**src/rtl/rr_dispatch_pkg.sv**
```systemverilog
// Shared constants and head-state encoding for the round-robin dispatcher.
package rr_dispatch_pkg;

   localparam int unsigned DEPTH = 2;

   typedef enum logic [1:0] {
      EMPTY      = 2'd0,
      UNASSIGNED = 2'd1,
      OFFERED    = 2'd2
   } head_state_e;

endpackage

```
**src/rtl/rr_pick.sv**
```systemverilog
// Rotating-priority picker: first set bit of mask at or after start, searched cyclically.
module rr_pick #(
   parameter int unsigned N      = 4,
   parameter int unsigned BW_IDX = $clog2(N)
) (
   input  logic [N-1:0]      mask,
   input  logic [BW_IDX-1:0] start,
   output logic [N-1:0]      grant,
   output logic [BW_IDX-1:0] idx,
   output logic              none
);

   localparam int unsigned IW = BW_IDX + 1;

   logic [N-1:0]  rot;
   logic [IW-1:0] off;
   logic [IW-1:0] sum;

   // rotate so start lands at bit 0, take lowest set bit, rotate the index back
   always_comb begin
      rot  = N'({mask, mask} >> start);
      off  = '0;
      none = 1'b1;
      for (int i = N - 1; i >= 0; i--) begin
         if (rot[i]) begin
            off  = IW'(i);
            none = 1'b0;
         end
      end
      sum = off + IW'(start);
      if (sum >= IW'(N)) begin
         sum = sum - IW'(N);
      end
      idx   = sum[BW_IDX-1:0];
      grant = none ? '0 : (N'(1) << idx);
   end

endmodule

```
**src/rtl/rr_dispatch.sv**
```systemverilog
// Round-robin dispatcher: one producer stream fanned out to N consumer ports
// through a 2-entry buffer, rotating among enabled ports.
module rr_dispatch
   import rr_dispatch_pkg::*;
#(
   parameter  int unsigned N      = 4,
   parameter  int unsigned DATA_W = 32,
   localparam int unsigned BW_IDX = $clog2(N)
) (
   input  logic              clk,
   input  logic              rst,
   input  logic              i_valid,
   input  logic [DATA_W-1:0] i_data,
   output logic              o_ready,
   input  logic [N-1:0]      i_enable,
   output logic              o_valid,
   output logic [N-1:0]      o_target,
   output logic [BW_IDX-1:0] o_target_idx,
   output logic [DATA_W-1:0] o_data,
   input  logic [N-1:0]      i_ready,
   output logic [1:0]        o_count
);

   head_state_e       state_q, state_d;
   logic [DATA_W-1:0] data0_q, data0_d, data1_q, data1_d;
   logic [1:0]        count_q, count_d;
   logic [BW_IDX-1:0] ptr_q, ptr_d;
   logic [BW_IDX-1:0] tidx_q, tidx_d;
   logic [N-1:0]      tgt_q, tgt_d;
   logic              valid_q, valid_d;

   logic              push_c, pop_c, head_new_c;
   logic [N-1:0]      pick_grant_c;
   logic [BW_IDX-1:0] pick_idx_c;
   logic              pick_none_c;

   assign o_ready = ~rst & (count_q < 2'(DEPTH));
   assign push_c  = i_valid & o_ready;
   assign pop_c   = (state_q == OFFERED) & (|(tgt_q & i_ready));

   // selection sees the pointer after any same-cycle delivery
   rr_pick #(.N(N), .BW_IDX(BW_IDX)) u_pick (
      .mask  (i_enable),
      .start (ptr_d),
      .grant (pick_grant_c),
      .idx   (pick_idx_c),
      .none  (pick_none_c)
   );

   always_comb begin
      state_d = state_q;
      data0_d = data0_q;
      data1_d = data1_q;
      ptr_d   = ptr_q;
      tidx_d  = tidx_q;
      tgt_d   = tgt_q;

      if (pop_c) begin
         ptr_d = (tidx_q == BW_IDX'(N - 1)) ? '0 : tidx_q + BW_IDX'(1);
      end
      count_d = count_q + 2'(push_c) - 2'(pop_c);

      // entry 0 is always the head; entry 1 only holds a waiting second word
      case (count_q)
         2'd0: begin
            if (push_c) data0_d = i_data;
         end
         2'd1: begin
            if (push_c && pop_c) data0_d = i_data;
            else if (push_c)     data1_d = i_data;
         end
         default: begin
            if (pop_c) data0_d = data1_q;
         end
      endcase

      head_new_c = ((state_q == EMPTY) && push_c) || (pop_c && (count_d != 2'd0));

      if (head_new_c || (state_q == UNASSIGNED)) begin
         state_d = pick_none_c ? UNASSIGNED : OFFERED;
         tgt_d   = pick_grant_c;
         tidx_d  = pick_none_c ? '0 : pick_idx_c;
      end else if (pop_c) begin
         state_d = EMPTY;
         tgt_d   = '0;
         tidx_d  = '0;
      end

      valid_d = (state_d == OFFERED);
   end

   always_ff @(posedge clk or posedge rst) begin
      if (rst) begin
         state_q <= EMPTY;
         data0_q <= '0;
         data1_q <= '0;
         count_q <= '0;
         ptr_q   <= '0;
         tidx_q  <= '0;
         tgt_q   <= '0;
         valid_q <= 1'b0;
      end else begin
         state_q <= state_d;
         data0_q <= data0_d;
         data1_q <= data1_d;
         count_q <= count_d;
         ptr_q   <= ptr_d;
         tidx_q  <= tidx_d;
         tgt_q   <= tgt_d;
         valid_q <= valid_d;
      end
   end

   assign o_valid      = valid_q;
   assign o_target     = tgt_q;
   assign o_target_idx = tidx_q;
   assign o_data       = data0_q;
   assign o_count      = count_q;

endmodule
```
**config.mk**
```make
export PLATFORM = sky130hd
export DESIGN_NAME = rr_dispatch
export DESIGN_NICKNAME = d
export VERILOG_FILES = /design/src/rtl/rr_dispatch_pkg.sv /design/src/rtl/rr_pick.sv /design/src/rtl/rr_dispatch.sv
export SDC_FILE = /design/constraint.sdc
export NUM_CORES = 1
export LEC_CHECK = 0
export BUFFER_PORTS_ARGS = -buffer_cell sky130_fd_sc_hd__buf_2
export CAP_MARGIN = 5
export CORE_MARGIN = 3
export CORE_UTILIZATION = 42
export CTS_CLUSTER_SIZE = 10
export DETAILED_ROUTE_END_ITERATION = 8
export PLACE_DENSITY = 0.65
export SYNTH_ARGS = -nofsm -noshare
export SYNTH_HDL_FRONTEND = slang
export SYNTH_SLANG_ARGS = --single-unit
```
**constraint.sdc**
```tcl
create_clock -name clk -period 5.4 [get_ports clk]
set_input_delay 0.54 -clock clk [delete_from_list [all_inputs] [get_ports clk]]
set_output_delay 0.54 -clock clk [all_outputs]
set_load 0.05 [all_outputs]
```
==> run_results.csv <==
group,metric,value,unit
logic_synthesis,syn_inst,301,
drt,drc_errors,0,
floorplanning,initial_core_util,44.4,%
placement,io_buffer_count,84,
logic_synthesis,synthAdderAreaFrac,2.13,%
logic_synthesis,ys_ff_latch,77,
floorplanning,io_pins,85,
drt,post_drt_wl_per_cell,14.5,microns
logic_synthesis,synth_cell_types,37,
sta,final-setup-viol-count,0,
logic_synthesis,synthSimpleGateAreaFrac,6.68,%
logic_synthesis,synthesis.area,0.00352,sq mm
outcome,status,"finished clean",
run,cap_violations,0,
sta,relSlewSlack,36.1,%
cts,path_clk_slew,0.08,ns
placement,dpl.hpwl,4.76,mm
logic_synthesis,synth_compound_area_share,10.9,%
logic_synthesis,async_flop_share,100,%
logic_synthesis,synthMuxAreaShare,21.4,%
logic_synthesis,yosys_most_used_dff,"dfrtp_1",
final_layout,diodes,0,
cts,cts_buffers,9,
worst_setup_path,r2r_end,"o_target[2]",
floorplanning,die_area,0.00951,sq mm
drt,routed_via_density,5.16,
logic_synthesis,seq_area_frac_synth,54.7,%
drt,wirelength,7.09,mm
global_routing,grt_pass1_vias,2520,
cts,cts_tree,"done",
worst_setup_path,crit_type,"reg -> reg",
logic_synthesis,synth.avg_cell_area,11.7,sq um
global_routing,grt_max_degree,78,
logic_synthesis,synth_top_family_by_area,"multiplexers",
cts,ctsRootBufferMaster,"clkbuf_8",
logic_synthesis,synth.area.top_cells,"dfrtp_1 (55%), mux2_2 (11%), mux2i_1 (11%)",
logic_synthesis,synth_xor_area_share,0.960,%
hold_path,hold_depth,2,
cts,cts.path.max_buffers,2,
worst_setup_path,r2r_start,"o_count[1]",
logic_synthesis,yosys_warnings,0,
worst_setup_path,required,5.63,ns
drt,antenna_left,0,
worst_setup_path,worst_setup_path_start_kind,"flip-flop",
drt,drt_iter0_drc,74,
logic_synthesis,syn-num-nets,350,
hold_path,min-delay-start,"i_data[11]",
sta,skew,0.0123,ns
global_routing,antenna_found_initial,0,
floorplanning,die_y,97.5,microns
drt,firstDrtPassIters,4,
final_layout,finalNetCount,432,
hold_path,hold_path.class,"in -> reg",
sta,hold_viol_final,0,
worst_setup_path,r2r_setup_slack,2.48,ns
drt,via_count,2525,
final_layout,drive_gt1_share,37.5,%
sta,timing.setup.tns,0,ns
floorplanning,fp-row-count,32,
sta,min_period,2.92,ns
sta,worstMarginPinSlew,0.958,ns
final_layout,syn2layout_area_growth,20.7,%
floorplanning,core_area,0.00793,sq mm
sta,fin_crit_sh,54.1,%
worst_setup_path,crit_arrival,3.15,ns
worst_setup_path,cp_max_fo,38,
sta,drv_slew,0,
worst_setup_path,endpoint_kind,"flip-flop",
logic_synthesis,yosysTopAreaCell,"dfrtp_1",
cts,cts-resized-gates,0,
cts,cts_hold_buffers,0,
cts,cts.sinks,77,
global_routing,grt-ovfl-total,0,
cts,clock_latency,0.33,ns
cts,post_cts.repair.setup_buffers,0,
logic_synthesis,synth_edf_count,0,
hold_path,min_to,"data1_q[11]",
global_routing,track_usage,15.6,%
placement,gp_congestion,0.803,
cts,h-tree-depth,3,
sta,fmax,343,MHz
floorplanning,die_x,97.5,microns
sta,rsz0062_at_grt,"false",
logic_synthesis,netlist.area_leader.share,54.7,%
worst_setup_path,ff2ff_path_depth,13,
global_routing,grt_pass1_wl,12.3,mm
metal layers:
metal / GRT usage, % / up-vias / share of wire, %
met2: 24.6 / 73 / 46
met1: 21.2 / 1210 / 46
met4: 5.43 / 0 / 1.1
met5: 0 / - / 0
li1: - / 1235 / -
met3: 3.73 / 7 / 6.4
worst max-delay path, stage by stage, from the launching register on:
cell and delay (ns):
dfrtp_2 0.34, buf_4 0.50, nor2_1 0.10, and2_1 0.22, ha_1 0.28, inv_1 0.04, ha_1 0.18, xnor2_1 0.20
xnor2_1 0.11, nor2_1 0.11, o21ai_0 0.10, o41ai_1 0.21, inv_1 0.14, a32o_2 0.30
Yosys cell counts, types with 2 or more instances:
library cell	number
a211oi_1	2
a21oi_1	35
a22oi_1	3
and2_1	3
buf_1	2
buf_2	4
clkbuf_1	11
dfrtp_1	77
ha_1	6
inv_1	11
mux2_2	34
mux2i_1	37
nand2_1	7
nor2_1	38
o21ai_0	5
o31ai_1	3
or3_1	2
xnor2_1	2
layout make-up:
cell class,instances,area [sq um]
clock buffer,12,165
multi-input combinational,196,1490
inverter,11,42.5
clock inverter,3,43.8
timing repair buffer,88,450
tap,102,128
fill,733,3680
sequential,77,1930
through the flow:
stage / area, sq um / util, % / hold WS, ns / instances / setup WS, ns
5_1_grt: 4250 / 53.6 / 0.441 / 489 / 2.16
3_5_place_dp: 4040 / 50.9 / 0.493 / 474 / 2.35
2_1_floorplan: 3520 / - / 0.460 / 301 / 2.15
3_3_place_gp: 4040 / 50.9 / 0.484 / 474 / 2.37
4_1_cts: 4250 / 53.6 / 0.432 / 489 / 2.39
6_report: 4250 / 53.6 / 0.452 / 489 / 2.48
state kept, by name (all words and copies together), names as in the netlist:
register and count:
data1_q 32, o_data 32, o_target 4, o_count 2, o_target_idx 2, ptr_q 2, state_q 2, o_valid 1
how the worst max path moves through the flow:
stage,start,end,depth (start not counted)
global placement,i_ready[2],o_target[2],13
global route,o_count[1],o_target[2],13
floorplan,o_count[1],o_target[2],13
CTS,o_count[1],o_target[2],13
finish,o_count[1],o_target[2],13
detailed placement,i_ready[0],o_target[3],12
cell families (layout without fill, tap and decap cells):
group / Yosys count / count (layout)
compound gates: 61 / 61
xor+xnor: 3 / 3
fa+ha+maj: 6 / 6
buf+inv: 28 / 114
flops: 77 / 77
mux: 71 / 71
simple gates: 55 / 55
placed cells by master, fill, tap and decap left out, drive strengths merged:
| cell type | instances |
|---|---|
| a21o | 1 |
| nor4 | 1 |
| a31oi | 1 |
| a32o | 1 |
| nor3 | 1 |
| mux2i | 37 |
| a31o | 1 |
| ha | 6 |
| o311ai | 2 |
| a2111o | 1 |
| dfrtp | 77 |
| buf | 88 |
| o21ai | 5 |
| or3 | 2 |
| clkinv | 3 |
| nand2 | 7 |
| a22oi | 3 |
| a211oi | 2 |
| a211o | 1 |
| mux2 | 34 |
| a41o | 1 |
| a22o | 2 |
| nand3b | 1 |
| o41ai | 1 |
| inv | 10 |
| nor2b | 1 |
| bufinv | 1 |
| nor2 | 38 |
| and2 | 3 |
| or4b | 1 |
| o31ai | 3 |
| xnor2 | 3 |
| a21oi | 36 |
| clkbuf | 12 |
Power is not shown: default switching activity piles up to over one toggle a cycle in this logic, so the estimate is an artifact.
